===== config.mk =====
export PLATFORM = sky130hd
export DESIGN_NAME = kv_hash_writer
export DESIGN_NICKNAME = d
export VERILOG_FILES = /design/src/rtl/kv_hash_writer.sv
export SDC_FILE = /design/constraint.sdc
export NUM_CORES = 1
export LEC_CHECK = 0
export ABC_CLOCK_PERIOD_IN_PS = 5550
export CAP_MARGIN = 40
export CORE_AREA = 2 2 159 161
export CTS_CLUSTER_DIAMETER = 30
export DETAILED_ROUTE_END_ITERATION = 12
export DIE_AREA = 0 0 161 163
export PLACE_DENSITY_LB_ADDON = 0.12
export SYNTH_ARGS = -nofsm -noshare
export SYNTH_HDL_FRONTEND = slang
export SYNTH_SLANG_ARGS = --single-unit

===== constraint.sdc =====
create_clock -name clock -period 5.55 [get_ports clock]
set_input_delay 1.11 -clock clock [delete_from_list [all_inputs] [get_ports clock]]
set_output_delay 1.11 -clock clock [all_outputs]
set_load 0.01 [all_outputs]

===== src/rtl/kv_hash_writer.sv =====
// kv_hash_writer: insertion engine for the two-level key/value hash store.
// Each (key, value) request probes table 1 at key % H1_BUCKETS, then table 2
// at key % H2_BUCKETS, and writes the value into the first empty bucket.
// A bucket holding 0 is empty, so a value of 0 is rejected without any
// memory access.
// Optional build macro: KV_WRITER_STATS_EN adds saturating ins_count and
// fail_count outputs.
module kv_hash_writer #(
   parameter int KEY_WIDTH     = 32,
   parameter int RAM_WIDTH     = 32,
   parameter int RAM_ADDR_BITS = 9,
   parameter int H1_BUCKETS    = 5,
   parameter int H2_BUCKETS    = 10
) (
   input  logic                     clock,
   input  logic                     reset,
   input  logic                     in_valid,
   output logic                     in_ready,
   input  logic [KEY_WIDTH-1:0]     in_key,
   input  logic [RAM_WIDTH-1:0]     in_value,
   output logic                     h1_en,
   output logic                     h1_we,
   output logic [RAM_ADDR_BITS-1:0] h1_addr,
   output logic [RAM_WIDTH-1:0]     h1_wdata,
   input  logic [RAM_WIDTH-1:0]     h1_rdata,
   output logic                     h2_en,
   output logic                     h2_we,
   output logic [RAM_ADDR_BITS-1:0] h2_addr,
   output logic [RAM_WIDTH-1:0]     h2_wdata,
   input  logic [RAM_WIDTH-1:0]     h2_rdata,
   output logic                     done_valid,
   output logic [1:0]               done_status,
   output logic                     busy
`ifdef KV_WRITER_STATS_EN
   ,
   output logic [15:0]              ins_count,
   output logic [15:0]              fail_count
`endif
);

   typedef enum logic [2:0] {IDLE, RD1, CHK1, CHK2, DONE} state_t;
   typedef enum logic [1:0] {ST_T1 = 2'd0, ST_T2 = 2'd1, ST_FULL = 2'd2, ST_ZERO = 2'd3} status_t;

   localparam logic [KEY_WIDTH-1:0] H1_MOD = KEY_WIDTH'(H1_BUCKETS);
   localparam logic [KEY_WIDTH-1:0] H2_MOD = KEY_WIDTH'(H2_BUCKETS);

   state_t                   state_q, state_d;
   status_t                  status_q, status_d;
   logic [RAM_WIDTH-1:0]     value_q, value_d;
   logic [RAM_ADDR_BITS-1:0] idx1_q, idx1_d, idx2_q, idx2_d;
   logic [RAM_ADDR_BITS-1:0] h1_addr_q, h2_addr_q;
   logic [RAM_WIDTH-1:0]     h1_wdata_q, h2_wdata_q;
   logic                     accept;
   logic                     h1_empty, h2_empty;

   assign in_ready    = (state_q == IDLE) && !reset;
   assign busy        = (state_q != IDLE);
   assign accept      = in_valid && in_ready;
   assign done_valid  = (state_q == DONE);
   assign done_status = status_q;
   assign h1_empty    = (h1_rdata == '0);
   assign h2_empty    = (h2_rdata == '0);

   // Next-state, request latch and outcome selection.
   always_comb begin
      // NOTE: every variable gets a hold default first so no path leaves it unassigned (no latch).
      state_d  = state_q;
      status_d = status_q;
      value_d  = value_q;
      idx1_d   = idx1_q;
      idx2_d   = idx2_q;
      unique case (state_q)
         IDLE: begin
            if (accept) begin
               value_d = in_value;
               idx1_d  = RAM_ADDR_BITS'(in_key % H1_MOD);
               idx2_d  = RAM_ADDR_BITS'(in_key % H2_MOD);
               if (in_value == '0) begin
                  status_d = ST_ZERO;
                  state_d  = DONE;
               end else begin
                  state_d  = RD1;
               end
            end
         end
         RD1:  state_d = CHK1;
         CHK1: begin
            if (h1_empty) begin
               status_d = ST_T1;
               state_d  = DONE;
            end else begin
               state_d  = CHK2;
            end
         end
         CHK2: begin
            status_d = h2_empty ? ST_T2 : ST_FULL;
            state_d  = DONE;
         end
         DONE:    state_d = IDLE;
         default: state_d = IDLE;
      endcase
   end

   // Memory strobes come from the state register and the returned read data;
   // address and write data follow the latched request while enabled and hold otherwise.
   always_comb begin
      h1_en    = (state_q == RD1) || ((state_q == CHK1) && h1_empty);
      h1_we    = (state_q == CHK1) && h1_empty;
      h2_en    = ((state_q == CHK1) && !h1_empty) || ((state_q == CHK2) && h2_empty);
      h2_we    = (state_q == CHK2) && h2_empty;
      h1_addr  = h1_en ? idx1_q : h1_addr_q;
      h1_wdata = h1_we ? value_q : h1_wdata_q;
      h2_addr  = h2_en ? idx2_q : h2_addr_q;
      h2_wdata = h2_we ? value_q : h2_wdata_q;
   end

   // State, latched request and held memory-port values.
   always_ff @(posedge clock or posedge reset) begin
      if (reset) begin
         state_q    <= IDLE;
         status_q   <= ST_T1;
         value_q    <= '0;
         idx1_q     <= '0;
         idx2_q     <= '0;
         h1_addr_q  <= '0;
         h1_wdata_q <= '0;
         h2_addr_q  <= '0;
         h2_wdata_q <= '0;
      end else begin
         // NOTE: non-blocking assignments so every flop samples pre-edge values.
         state_q    <= state_d;
         status_q   <= status_d;
         value_q    <= value_d;
         idx1_q     <= idx1_d;
         idx2_q     <= idx2_d;
         h1_addr_q  <= h1_addr;
         h1_wdata_q <= h1_wdata;
         h2_addr_q  <= h2_addr;
         h2_wdata_q <= h2_wdata;
      end
   end

`ifdef KV_WRITER_STATS_EN
   logic [15:0] ins_count_q, ins_count_d;
   logic [15:0] fail_count_q, fail_count_d;

   // Saturating completion counters, stepped in the DONE cycle.
   always_comb begin
      ins_count_d  = ins_count_q;
      fail_count_d = fail_count_q;
      if (state_q == DONE) begin
         if (status_q == ST_T1 || status_q == ST_T2) begin
            if (ins_count_q != 16'hFFFF) ins_count_d = ins_count_q + 16'd1;
         end else begin
            if (fail_count_q != 16'hFFFF) fail_count_d = fail_count_q + 16'd1;
         end
      end
   end

   // Counter registers.
   always_ff @(posedge clock or posedge reset) begin
      if (reset) begin
         ins_count_q  <= '0;
         fail_count_q <= '0;
      end else begin
         ins_count_q  <= ins_count_d;
         fail_count_q <= fail_count_d;
      end
   end

   assign ins_count  = ins_count_q;
   assign fail_count = fail_count_q;
`endif

endmodule


==> metrics.md <==
| Metric | Value |
|---|---|
| Port bufs | `221` |
| HP Start | `h1_addr_q[5]` |
| Hold Path Sink | `h1_addr_q[5]` |
| Status | `finished, violations left` |
| Layout cells sized above 1 | `0.401` |
| DP Area | `14700 um^2` |
| Fin cells | `2000` |
| Worst R2R Path Depth | `7` |
| CTS tree | `built` |
| Drt via density | `5.77` |
| Register bit total from synthesis | `137` |
| Post-DRT Antenna Nets | `0` |
| GR Layer Usage met1 | `0.335` |
| Worst vdd ir | `0.273 mV` |
| Internal power | `4130 uW` |
| # clock sinks | `137` |
| Endpoints failing hold | `0` |
| Slowest-stage cell, CP | `a2111o_1` |
| RSZ-0062 raised after global routing | `true` |
| GRT Residual Overflow | `0` |
| Die width | `161 um` |
| Launching point of the worst reg2reg path | `state_q[2]` |
| Post-synthesis cell area | `10400 um^2` |
| Global route hottest layer | `met2` |
| Clock power frac | `0.159` |
| DRT Pass-1 Iters | `5` |
| Leakage power | `0.00734 uW` |
| Synth area leader | `dfrtp_1` |
| Largest net degree at the start of global routing | `88` |
| Post-Synthesis Cells | `1169` |
| Sw Share | `0.404` |
| Max cap viols | `0` |
| Die span in y | `163 um` |
| FF-to-FF setup slack | `3.09 ns` |
| Setup TNS | `-79.47 ns` |
| Routed len/inst | `18.0 um` |
| Clock transition at the registers of the reported paths | `0.06 ns` |
| Worst Path Max Fanout | `6` |
| Met3 Use GR | `0.0326` |
| EDFF count, synth | `0` |
| Number of global-route vias before repair | `11546` |
| Post-layout nets | `1794` |
| Top-area cell type share of the netlist area | `0.329` |
| I/O pin cnt | `222` |
| Post-Route WL | `36000 um` |
| Measured slew at the worst slew-check pin | `0.669 ns` |
| Worst path most repeated cell | `buf_6` |
| Worst hold path type | `reg -> reg` |
| Pins Over Slew Limit | `0` |
| H-tree levels | `4` |
| Dpl hpwl | `24700 um` |
| Net Switching | `2800 uW` |
| Met2 usage | `0.458` |
| Synth Area per Inst | `8.91 um^2` |
| Setup crit end kind | `flip-flop` |
| Placed cells | `1905` |
| GRT Total Usage | `0.261` |
| Synth top area cells | `dfrtp_1 33%, mux2_2 8.2%, nand2_1 7.0%` |
| Part of the power in registers | `0.194` |
| Antenna diodes | `0` |
| Starting DRT DRC Count | `725` |
| Startpoint types | `input pin` |
| Setup Viol. Count Final | `14` |
| Cell area after layout | `17000 um^2` |
| FFs w/ async S/R, synth | `1.00` |
| Rows | `58` |
| Combinational power share | `0.647` |
| Violated checks | `setup timing` |
| Clock Tree Buf Depth | `2` |
| Die area | `26200 um^2` |
| Hold Buf Count CTS | `0` |
| Maximum clock rate | `86.6 MHz` |
| Power Density | `409 nW/um^2` |
| Vias | `11531` |
| Worst-Skew Late Latency | `0.41 ns` |
| Clock Skews | `0.00878 ns` |
| Net Count, Synth | `1306` |
| Starting Density | `0.422` |
| GPL Wtd Cong | `0.920` |
| Ys Warns | `0` |
| Register area share after synthesis | `0.329` |
| Syn-to-layout area delta | `62.9%` |
| Min-Delay Path Depth | `2` |
| Crit path arrival time | `11.89 ns` |
| Crit path kind | `in -> reg` |
| Initial antenna violation count | `0` |
| Global-route wire length before repair | `57000 um` |
| # DRC | `0` |
| Slew headroom | `0.552` |
| Core Area | `24700 um^2` |
| TritonCTS buffer count | `17` |
| Cell variety after synth | `130` |
| Worst path max stage delay | `0.53 ns` |
| Tot Pwr | `6940 uW` |
| Root Buffer | `clkbuf_16` |
| Top FF cell, synth | `dfrtp_1` |
| Min Tclk post-route | `11.55 ns` |
| Final worst-path setup slack | `-6.00 ns` |
| R2R Path End | `done_status[1]` |
| Crit path required time | `5.89 ns` |
| Final period util | `2.08` |
[stage by stage]
step | util | hold WS (ns) | setup slack, ns
finish | 0.687 | 0.476 | -6.00
floorplan | - | 0.443 | -5.81
global route | 0.687 | 0.506 | -6.35
global placement | 0.594 | 0.456 | -6.85
detailed placement | 0.595 | 0.463 | -6.99
CTS | 0.658 | 0.479 | -5.79
[power by group through the flow]
stage          Clock [uW]  Sequential (uW)  Combinational [uW]
3_3_place_gp            0             1350                3490
6_report             1100             1350                4490
3_5_place_dp            0             1360                3520
2_1_floorplan           0             1320                2170
5_1_grt              1160             1380                4830
4_1_cts              1120             1350                4040
[worst max path at each step]
stage,start,slack (ns),end
after detailed placement,in_key[29],-6.99,idx1_q[3]
final,in_key[31],-6.00,idx1_q[1]
after global placement,in_key[31],-6.85,idx1_q[3]
after floorplan,in_key[27],-5.81,idx1_q[1]
after CTS,in_key[27],-5.79,idx1_q[1]
after global routing,in_key[31],-6.35,idx1_q[1]
[cell families (layout without fill, tap and decap cells)]
kind of cell               after synthesis  after routing  share of synthesized area
DFF                                    137            137                      0.329
muxes                                   83             83                     0.0907
AOI/OAI and AO/OA                      329            331                      0.261
adders and majority gates                6              6                    0.00721
xor gates and xnor gates                 8              8                    0.00673
and+or+nand+nor                        494            495                      0.238
buffers and inverters                  112            610                     0.0669
[critical path, delay by kind of cell]
family                   cells  cell delay (ns)
AO/OA/AOI/OAI               24             6.12
buffers and inverters        6             0.90
AND/OR/NAND/NOR             12             2.12
multiplexers                 3             1.17
adder cells (fa/ha/maj)      2             0.42
[placed cells by master, fill, tap and decap left out, types with 11 or more instances in the layout]
cell type,Yosys,final
clkdlybuf4s50_1,0,215
mux2_2,76,74
nand4_1,23,23
clkbuf_16,0,17
dfrtp_1,137,137
o211ai_1,12,12
o21ai_1,11,11
nor4_1,38,31
nor3_1,40,30
and2_1,21,14
nor2_1,66,58
a21oi_1,47,34
inv_1,27,24
buf_4,13,291
buf_6,11,27
o21ai_0,28,20
nand3_1,30,25
nand2_1,193,184
[cell type report]
cell class                 count  area, um^2
fill                        1939        7710
tap                          330         413
inverter                      33         129
clock inverter                13         145
sequential                   137        3430
clock buffer                  19         433
timing repair buffer         545        4800
multi-input combinational    923        7610
[registers in the layout, indices dropped and copies added (netlist names)]
signal / flops
value_q: 32
h1_wdata_q: 32
h1_addr_q: 9
state_q: 3
idx1_q: 9
h2_wdata_q: 32
h2_addr_q: 9
done_status: 2
idx2_q: 9
[Yosys cell counts, types with 17 or more instances]
master	number
mux2_2	76
nand2_1	193
a21oi_1	47
nand4_1	23
inv_1	27
clkbuf_1	20
nand3_1	30
o21ai_0	28
nor2_1	66
dfrtp_1	137
a31oi_1	20
buf_2	17
nor3_1	40
nor4_1	38
and2_1	21
[metal layers]
metal / wire [um] / up-vias
li1: - / 5452
met1: 15500 / 5573
met2: 17700 / 424
met3: 1810 / 82
met4: 961 / 0
met5: 0 / -
[repair_timing]
item                       in CTS  in global routing
gates resized for setup       166                108
pin swaps                      66                 74
buffers inserted               38                 25
setup endpoints to repair      14                 14
gates cloned                    3                  1
(Power assumes the default switching activity.)
